File: config.mk
export PLATFORM = sky130hd
export DESIGN_NAME = ldl_p2ram_rs_v2
export DESIGN_NICKNAME = d
export VERILOG_FILES = /design/src/rtl/ldl_p2ram_rs_v2_pkg.sv /design/src/rtl/ldl_p2ram_rs_v2_rd_pipe.sv /design/src/rtl/ldl_p2ram_rs_v2.sv
export SDC_FILE = /design/constraint.sdc
export NUM_CORES = 1
export LEC_CHECK = 0
export CORE_MARGIN = 4
export CORE_UTILIZATION = 40
export DETAILED_ROUTE_END_ITERATION = 7
export HOLD_SLACK_MARGIN = 0.03
export SYNTH_ARGS = -nofsm -noshare
export SYNTH_HDL_FRONTEND = slang
export SYNTH_HIERARCHICAL = 1
export SYNTH_SLANG_ARGS = --single-unit
File: constraint.sdc
create_clock -name clk -period 1.2 [get_ports clk]
set_input_delay 0.18 -clock clk [delete_from_list [all_inputs] [get_ports clk]]
set_output_delay 0.18 -clock clk [all_outputs]
set_load 0.01 [all_outputs]
File: src/rtl/ldl_p2ram_rs_v2_pkg.sv
// ---------------------------------------------------------------------------
// ldl_p2ram_pkg
// Shared definitions for the ldl_p2ram_rs_v2 pseudo-dual-port RAM:
//   - collision policy encodings (COLL_MODE parameter values)
//   - be_merge(): per-byte-lane merge of a new word over an old word
// ---------------------------------------------------------------------------
package ldl_p2ram_pkg;

   // Collision policy encodings
   localparam int COLL_FLAG        = 0;  // old data, rv suppressed, coll raised
   localparam int COLL_WRITE_FIRST = 1;  // newly written lanes forwarded
   localparam int COLL_READ_FIRST  = 2;  // old data, rv raised, coll raised

   // be_merge works on the widest supported word; callers widen and truncate.
   // MAX_NB must stay 32 because the lane index below is taken as 5 bits.
   localparam int MAX_DW = 256;
   localparam int MAX_NB = 32;

   // Lane i of the result is new_word lane i when be[i] is set, otherwise the
   // old lane. lane_w is the byte-lane width in bits.
   function automatic logic [MAX_DW-1:0] be_merge(
      input logic [MAX_DW-1:0] old_word,
      input logic [MAX_DW-1:0] new_word,
      input logic [MAX_NB-1:0] be,
      input int                lane_w
   );
      logic [MAX_DW-1:0] res;
      int                lane;
      res = old_word;
      if (lane_w > 0) begin
         for (int k = 0; k < MAX_DW; k++) begin
            lane = k / lane_w;
            if (lane < MAX_NB && be[lane[4:0]]) res[k] = new_word[k];
         end
      end
      return res;
   endfunction

endpackage

File: src/rtl/ldl_p2ram_rs_v2_rd_pipe.sv
// ---------------------------------------------------------------------------
// ldl_rd_pipe
// STAGES-deep delay line for read returns. Each stage carries a token (a read
// is present), a collision bit and a data word. Token/collision shift every
// cycle; intermediate data shifts every cycle too, but the final data stage
// only loads when a token arrives so the visible read data holds between
// returns. All stages clear on the asynchronous reset.
//
// Ports:
//   clk       in   clock
//   rst_n     in   asynchronous active-low reset
//   tok_in    in   read issued this cycle
//   coll_in   in   that read collided with a write
//   data_in   in   word captured for that read
//   tok_out   out  token of the last stage
//   coll_out  out  collision bit of the last stage
//   data_out  out  held data of the last stage
// ---------------------------------------------------------------------------
module ldl_rd_pipe #(
   parameter int DW     = 32,
   parameter int STAGES = 1
) (
   input  logic          clk,
   input  logic          rst_n,
   input  logic          tok_in,
   input  logic          coll_in,
   input  logic [DW-1:0] data_in,
   output logic          tok_out,
   output logic          coll_out,
   output logic [DW-1:0] data_out
);

   logic [STAGES-1:0] tok_q;
   logic [STAGES-1:0] coll_q;
   logic [DW-1:0]     data_q [STAGES];

   // Index s of the *_c views is the input of stage s; index STAGES is the
   // output of the last stage.
   logic [STAGES:0]   tok_c;
   logic [STAGES:0]   coll_c;
   logic [DW-1:0]     data_c [STAGES+1];

   assign tok_c  = {tok_q, tok_in};
   assign coll_c = {coll_q, coll_in};

   always_comb begin
      data_c[0] = data_in;
      for (int s = 0; s < STAGES; s++) data_c[s+1] = data_q[s];
   end

   always_ff @(posedge clk or negedge rst_n) begin
      if (!rst_n) begin
         tok_q  <= '0;
         coll_q <= '0;
         for (int s = 0; s < STAGES; s++) data_q[s] <= '0;
      end else begin
         for (int s = 0; s < STAGES; s++) begin
            tok_q[s]  <= tok_c[s];
            coll_q[s] <= coll_c[s];
            // last stage holds its data unless a read is arriving
            if (s < STAGES - 1 || tok_c[s]) data_q[s] <= data_c[s];
         end
      end
   end

   assign tok_out  = tok_c[STAGES];
   assign coll_out = coll_c[STAGES];
   assign data_out = data_c[STAGES];

endmodule

File: src/rtl/ldl_p2ram_rs_v2.sv
// ---------------------------------------------------------------------------
// ldl_p2ram_rs_v2
// Pseudo-dual-port RAM (one write port, one read port, one clock) with
// byte-lane write enables, RD_LAT-cycle pipelined read return, selectable
// same-address collision policy and out-of-range address handling. The
// array itself is never reset; all read-return state is.
//
// Ports:
//   clk    in   clock, rising edge
//   rst_n  in   asynchronous active-low reset
//   we     in   write request
//   wa     in   write address
//   wbe    in   byte-lane write enables (lane i = din[i*BW +: BW])
//   din    in   write data
//   re     in   read request
//   ra     in   read address
//   dout   out  read data (holds between returns)
//   rv     out  read data valid
//   coll   out  collision flag, aligned with the read return
// ---------------------------------------------------------------------------
module ldl_p2ram_rs_v2
   import ldl_p2ram_pkg::*;
#(
   parameter int DW        = 32,
   parameter int BW        = 8,
   parameter int DEPTH     = 10,
   parameter int AW        = $clog2(DEPTH),
   parameter int RD_LAT    = 1,
   parameter int COLL_MODE = 0
) (
   input  logic             clk,
   input  logic             rst_n,
   input  logic             we,
   input  logic [AW-1:0]    wa,
   input  logic [DW/BW-1:0] wbe,
   input  logic [DW-1:0]    din,
   input  logic             re,
   input  logic [AW-1:0]    ra,
   output logic [DW-1:0]    dout,
   output logic             rv,
   output logic             coll
);

   localparam int            NB      = DW / BW;
   localparam logic [AW:0]   DEPTH_W = (AW+1)'(DEPTH);

   logic [DW-1:0] mem [DEPTH];

   logic          wa_ok;
   logic          ra_ok;
   logic          wr_en;
   logic          collide;
   logic [DW-1:0] old_word;
   logic [DW-1:0] rd_word;
   logic          tok_l;
   logic          coll_l;
   logic [DW-1:0] data_l;

   // DEPTH need not be a power of two, so addresses are range-checked
   assign wa_ok = ({1'b0, wa} < DEPTH_W);
   assign ra_ok = ({1'b0, ra} < DEPTH_W);

   // A write with no lanes enabled touches nothing and cannot collide
   assign wr_en   = we && (|wbe) && wa_ok;
   assign collide = re && wr_en && (ra == wa) && ra_ok;

   assign old_word = ra_ok ? mem[ra] : '0;

   always_comb begin
      rd_word = old_word;
      if (collide && COLL_MODE == COLL_WRITE_FIRST)
         rd_word = DW'(be_merge(MAX_DW'(old_word), MAX_DW'(din),
                                MAX_NB'(wbe), BW));
   end

   // Array write, lane by lane; contents survive reset
   always_ff @(posedge clk) begin
      for (int i = 0; i < NB; i++) begin
         if (wr_en && wbe[i]) mem[wa][i*BW +: BW] <= din[i*BW +: BW];
      end
   end

   // Stage 0 samples the (possibly merged) word; the pipe holds all RD_LAT
   // stages so a read issued at edge T is visible after edge T+RD_LAT-1.
   ldl_rd_pipe #(
      .DW     (DW),
      .STAGES (RD_LAT)
   ) u_rd_pipe (
      .clk      (clk),
      .rst_n    (rst_n),
      .tok_in   (re),
      .coll_in  (collide),
      .data_in  (rd_word),
      .tok_out  (tok_l),
      .coll_out (coll_l),
      .data_out (data_l)
   );

   // In FLAG mode a colliding read returns a flag but no valid data
   assign rv   = tok_l && !(COLL_MODE == COLL_FLAG && coll_l);
   assign coll = tok_l && coll_l;
   assign dout = data_l;

endmodule
==> results.json <==
{
  "dp_hpwl_um": 20700,
  "gpl.final_weighted_congestion": 0.754,
  "tritoncts": "yes",
  "finalCoreUtilization": 0.538,
  "worst_slew_pin_slew_ps": 405,
  "design.core.area_um2": 34600,
  "num_antenna_cells": 0,
  "pre_cts_ws_ps": -900,
  "floorplan.initialDensity": 0.406,
  "grt_antenna_before_repair": 0,
  "met2_length_um": 15500,
  "synth-seq-area-share": 0.745,
  "die_span_y_um": 195,
  "syn_to_final_growth_pct": 32.7,
  "worst-endpoint-arrival_ps": 1210,
  "switching_power_mw": 5.62,
  "mappedNetlistNets": 812,
  "synth_top_area_share": 0.684,
  "fillers": 2713,
  "fmax_mhz": 721,
  "crit_fanout": 2,
  "grt_first_pass_wirelength_um": 49900,
  "critical_path.reg2reg.startpoint": "mem[7][8]",
  "ys_warn_count": 6,
  "buffer_ports.inserted": 81,
  "crit_required_ps": 1020,
  "pwr_density_cell_nw_per_um2": 1470,
  "maximum_vdd_drop_uv": 757,
  "io_pins": 82,
  "synth.lib_cells_used.distinct": 30,
  "cts-htree-levels": 2,
  "cell_internal_pwr_mw": 21.7,
  "synth.area.top_cells": "sky130_fd_sc_hd__edfxtp_1 68%, sky130_fd_sc_hd__mux2_2 10%, sky130_fd_sc_hd__dfrtp_1 6.1%, sky130_fd_sc_hd__mux2_4 3.2%, sky130_fd_sc_hd__o22ai_1 2.8%",
  "initial_drc_count": 506,
  "cts.sinks": 354,
  "max-clock-path-buffers": 3,
  "synth_common_cells": "320 x sky130_fd_sc_hd__edfxtp_1, 128 x sky130_fd_sc_hd__mux2_2, 64 x sky130_fd_sc_hd__o22ai_1",
  "timing.final.crit_share": 1.16,
  "power_leakage_nw": 6.62,
  "most_instantiated_flip_flop_cell_in_the_synthesis_netlist": "sky130_fd_sc_hd__edfxtp_1",
  "drt_first_pass_iters": 5,
  "setup.reg_to_reg.worst_slack_ps": -110,
  "cts_root_buffer": "sky130_fd_sc_hd__clkbuf_16",
  "rows": 68,
  "layout.nets": 1043,
  "routedWlPerCell_um": 22.4,
  "min-delay-path-class": "in -> reg",
  "mappedNetlistArea_um2": 14000,
  "power_share_of_the_clock_group": 0.404,
  "sw_frac_of_total": 0.205,
  "cp_slowest_cell": "sky130_fd_sc_hd__dfrtp_1",
  "timing.critical_path.from_type": "flip-flop",
  "startpoint_of_the_most_critical_hold_path": "re",
  "drive_gt1_frac": 0.497,
  "grt.total_usage": 0.170,
  "synth_enable_flop_cells": 320,
  "grt_start_max_net_pins": 35,
  "vias": 7776,
  "power_frac_comb": 0.091,
  "run_status": "complete, but fails checks",
  "highest-signal-layer": "met4",
  "fin_area_um2": 18600,
  "post_synth_inst_count": 764,
  "critPathCaptureType": "output port",
  "fin_skew_ps": 9.06,
  "critical_path.n_buffers_inverters": 1,
  "avgViaCountPerCell": 5.27,
  "seq_power_share": 0.505,
  "synth.largest_area_cell": "sky130_fd_sc_hd__edfxtp_1",
  "critPathMaxStageDelay_ps": 430,
  "routed_length_on_met1_um": 15500,
  "max_cap_violations": 0,
  "failing_checks": "negative setup slack",
  "route.detailed.drc": 0,
  "worst_slew_margin_relative_to_its_limit": 0.729,
  "max_slew_violation_total_from_the_final_report": 0,
  "final_hold_viol_count": 0,
  "synth_area_per_cell_um2": 18.4,
  "synthMostInstantiatedCell": "sky130_fd_sc_hd__edfxtp_1",
  "clk-insertion-delay-late_ps": 500,
  "clk_pin_slew_ps": 60,
  "unrepaired_setup_endpoints_after_global_routing": "yes",
  "synth_seq_cells": 354,
  "report.final.setup_viol": 54,
  "cts_buffers": 36,
  "tns_ps": -3100,
  "detail-route-antenna-nets": 0,
  "path_delay_family": "flip-flops",
  "design_power_total_mw": 27.4,
  "startpoint": "u_rd_pipe/coll_out",
  "wl_met3_um": 1390,
  "grt_pass1_vias": 8164,
  "die_area_um2": 38200,
  "crit_path_cell_trace": "and2_1, buf_2",
  "finalCriticalPeriod_ps": 1390,
  "wl_um": 33000,
  "finalWorstSetupSlack_ps": -187,
  "dieWidth_um": 195,
  "grt_overflow_total": 0,
  "criticalPathCategory": "reg -> out",
  "placedInstanceArea_um2": 16800,
  "synth_async_sr_flop_share": 0.0960
}
## metrics by stage
step	hold WS, ps	std cells
2_1_floorplan	-116	764
3_5_place_dp	187	1382
3_3_place_gp	191	1382
4_1_cts	36.5	1465
5_1_grt	39.2	1476
6_report	56.4	1476
## cell families (layout without fill, tap and decap cells)
| family | after synthesis | in the layout | synth area share |
|---|---|---|---|
| AOI/OAI and AO/OA | 98 | 98 | 0.0499 |
| and+or+nand+nor | 73 | 73 | 0.0228 |
| buffers and inverters | 44 | 301 | 0.0219 |
| muxes | 192 | 192 | 0.159 |
| xor gates and xnor gates | 3 | 3 | 0.00187 |
| DFF | 354 | 354 | 0.745 |
## power groups by stage
stage | sequential, mW | clock, mW | combinational [mW]
floorplan | 14.1 | 0 | 1.01
CTS | 13.8 | 11.3 | 2.34
finish | 13.8 | 11.0 | 2.50
detailed placement | 14.1 | 0 | 2.25
global route | 13.8 | 11.8 | 2.66
global placement | 14.1 | 0 | 2.21
## layer usage
layer | global-route usage | vias to the layer above
li1 | - | 3538
met1 | 0.249 | 4018
met2 | 0.270 | 173
met3 | 0.0274 | 47
met4 | 0.0409 | 0
met5 | 0 | -
## timing repair
action	in CTS	in global routing
hold endpoints to repair	34	0
hold buffers	1	0
endpoints found under the setup margin	387	149
cloned	1	0
pin swaps	7	3
gates resized for setup	207	54
buffers inserted	17	11
## cell usage in the layout (no fill, tap or decap), types with 5 or more instances in the layout
master	count
sky130_fd_sc_hd__mux2_2	107
sky130_fd_sc_hd__nor2_1	19
sky130_fd_sc_hd__nor2_2	9
sky130_fd_sc_hd__o32ai_2	6
sky130_fd_sc_hd__nand2_1	9
sky130_fd_sc_hd__edfxtp_1	320
sky130_fd_sc_hd__buf_6	11
sky130_fd_sc_hd__o32ai_1	26
sky130_fd_sc_hd__buf_12	45
sky130_fd_sc_hd__clkbuf_8	10
sky130_fd_sc_hd__clkdlybuf4s50_1	36
sky130_fd_sc_hd__nor2_4	15
sky130_fd_sc_hd__buf_2	30
sky130_fd_sc_hd__o22ai_1	10
sky130_fd_sc_hd__o22ai_2	49
sky130_fd_sc_hd__buf_4	109
sky130_fd_sc_hd__dfrtp_1	34
sky130_fd_sc_hd__clkbuf_1	10
sky130_fd_sc_hd__mux2_4	53
sky130_fd_sc_hd__o22ai_4	5
sky130_fd_sc_hd__mux2i_1	32
sky130_fd_sc_hd__clkbuf_16	37
## state kept, by name, summed over array words and instances (netlist names)
signal and cells:
u_rd_pipe/data_out 32, u_rd_pipe/tok_out 1, mem 320, u_rd_pipe/coll_out 1
## worst paths after layout
| check | to | depth (start not counted) |
|---|---|---|
| worst min register to register | u_rd_pipe/data_out[22] | 1 |
| worst max-delay path | coll | 2 |
| min in group asynchronous | u_rd_pipe/data_out[20] | 3 |
| worst max register to register | u_rd_pipe/data_out[8] | 4 |
| worst min-delay path | u_rd_pipe/tok_out | 2 |
| max in group asynchronous | u_rd_pipe/data_out[9] | 3 |
## layout make-up
class,count,area [um^2],area share
sequential,354,10500,0.561
multi-input combinational,366,4000,0.215
clock buffer,57,1100,0.0591
tap,455,569,0.0305
clock inverter,7,82.6,0.00443
timing repair buffer,237,2430,0.130
Power figures use the tool's default switching activity.
==> RTL change: new RTL, same settings <==
The parameter `DEPTH` goes from 10 to 11.
--- a/src/rtl/ldl_p2ram_rs_v2.sv
+++ b/src/rtl/ldl_p2ram_rs_v2.sv
@@ -23,7 +23,7 @@
 #(
    parameter int DW        = 32,
    parameter int BW        = 8,
-   parameter int DEPTH     = 10,
+   parameter int DEPTH     = 11,
    parameter int AW        = $clog2(DEPTH),
    parameter int RD_LAT    = 1,
    parameter int COLL_MODE = 0
Function: changed (Yosys sat finds a counterexample within 4 cycles, from zero or initial values and one cycle with rst_n low).
==> RTL change against the original RTL <==
- the flow still finishes with violations (setup timing)
- cell area grew 12%
- setup slack lost 0.075 ns
- sequential cell count grew 32
- clock skew shrank 0.00065 ns
- total power grew 9.8%
- synthesized area grew 12%
- routed wire length grew 10%
- clock power grew 11%
- critical path depth grew 2
==> RTL change: results <==
export IMPL_post_dp_cell_area_mm2=0.01894
export IMPL_violations="setup timing"
export IMPL_gp_congestion=0.7539
export IMPL_syn_area_per_cell_um2=19.40
export IMPL_cts_buffers=42
export IMPL_comb_power_share_pct=9.3
export IMPL_maxSlewHeadroom_pct=68.13
export IMPL_clock_skew_ns=0.008413
export IMPL_drive_gt1_share_pct=49.17
export IMPL_grt_max_degree=35
export IMPL_setup_viol=66
export IMPL_internal_power_uw=23640
export IMPL_grt_pass1_wl_um=53900
export IMPL_crit_arrival_ns=1.88
export IMPL_vias=8219
export IMPL_synthTopCellsByCount="352 x edfxtp_1, 79 x mux2_2, 46 x nor2_1"
export IMPL_hold_buffers=2
export IMPL_holdCritPathClass="input port to asynchronous set/reset pin"
export IMPL_p_leak_uw=0.007237
export IMPL_drtIter0Drc=550
export IMPL_pwr_share_clk_pct=40.5
export IMPL_ctsResizeCount=169
export IMPL_grt_pass1_vias=8587
export IMPL_critPathTopFamily="multiplexers"
export IMPL_vdd_drop_max_mv=1.160
export IMPL_dp_hpwl_um=22650
export IMPL_worst_path_largest_cell_delay_ns=0.49
export IMPL_ys_types=35
export IMPL_place_inst=1486
export IMPL_seq_area_frac_synth_pct=72.78
export IMPL_syn_nets=857
export IMPL_startpoint="mem[7][8]$_DFFE_PP_"
export IMPL_fin_nets=1097
export IMPL_setup_slack_ns=-0.2624
export IMPL_routed_wirelength_um=36440
export IMPL_clock_latency_ns=0.54
export IMPL_outcome="finished with violations"
export IMPL_dp_slack_ns=-0.9124
export IMPL_wl_per_cell_um=22.78
export IMPL_post_cts_buffers=24
export IMPL_powerDensity_mw_per_mm2=1444
export IMPL_track_usage_pct=17.02
export IMPL_slowest_stage="mux4_2"
-- RTL change: kinds of logic (layout without fill, tap and decap cells) --
group / count (synthesis) / in the layout / share of synthesized area [%]
AOI/OAI and AO/OA: 72 / 72 / 4.146
xor gates and xnor gates: 4 / 4 / 0.2232
buffers and inverters: 52 / 324 / 2.695
DFF: 386 / 386 / 72.78
muxes: 192 / 192 / 16.94
and+or+nand+nor: 103 / 104 / 3.213
-- RTL change: layout make-up --
| type | count | area, um2 |
|---|---|---|
| flip-flops and latches | 386 | 11420 |
| fillers | 3035 | 17930 |
| repair buffers | 246 | 2769 |
| clock inverters | 18 | 112.6 |
| well taps | 518 | 648.1 |
| clock buffers | 59 | 1209 |
| inverters | 1 | 3.754 |
| multi-input cells | 372 | 4641 |
-- RTL change: per-layer routing --
metal	vias up	share of wire, %	GRT usage, %
li1	3748	-	-
met1	4247	45	24.76
met2	187	49	27.14
met3	37	4.4	2.966
met4	0	1.4	3.755
met5	-	0	0
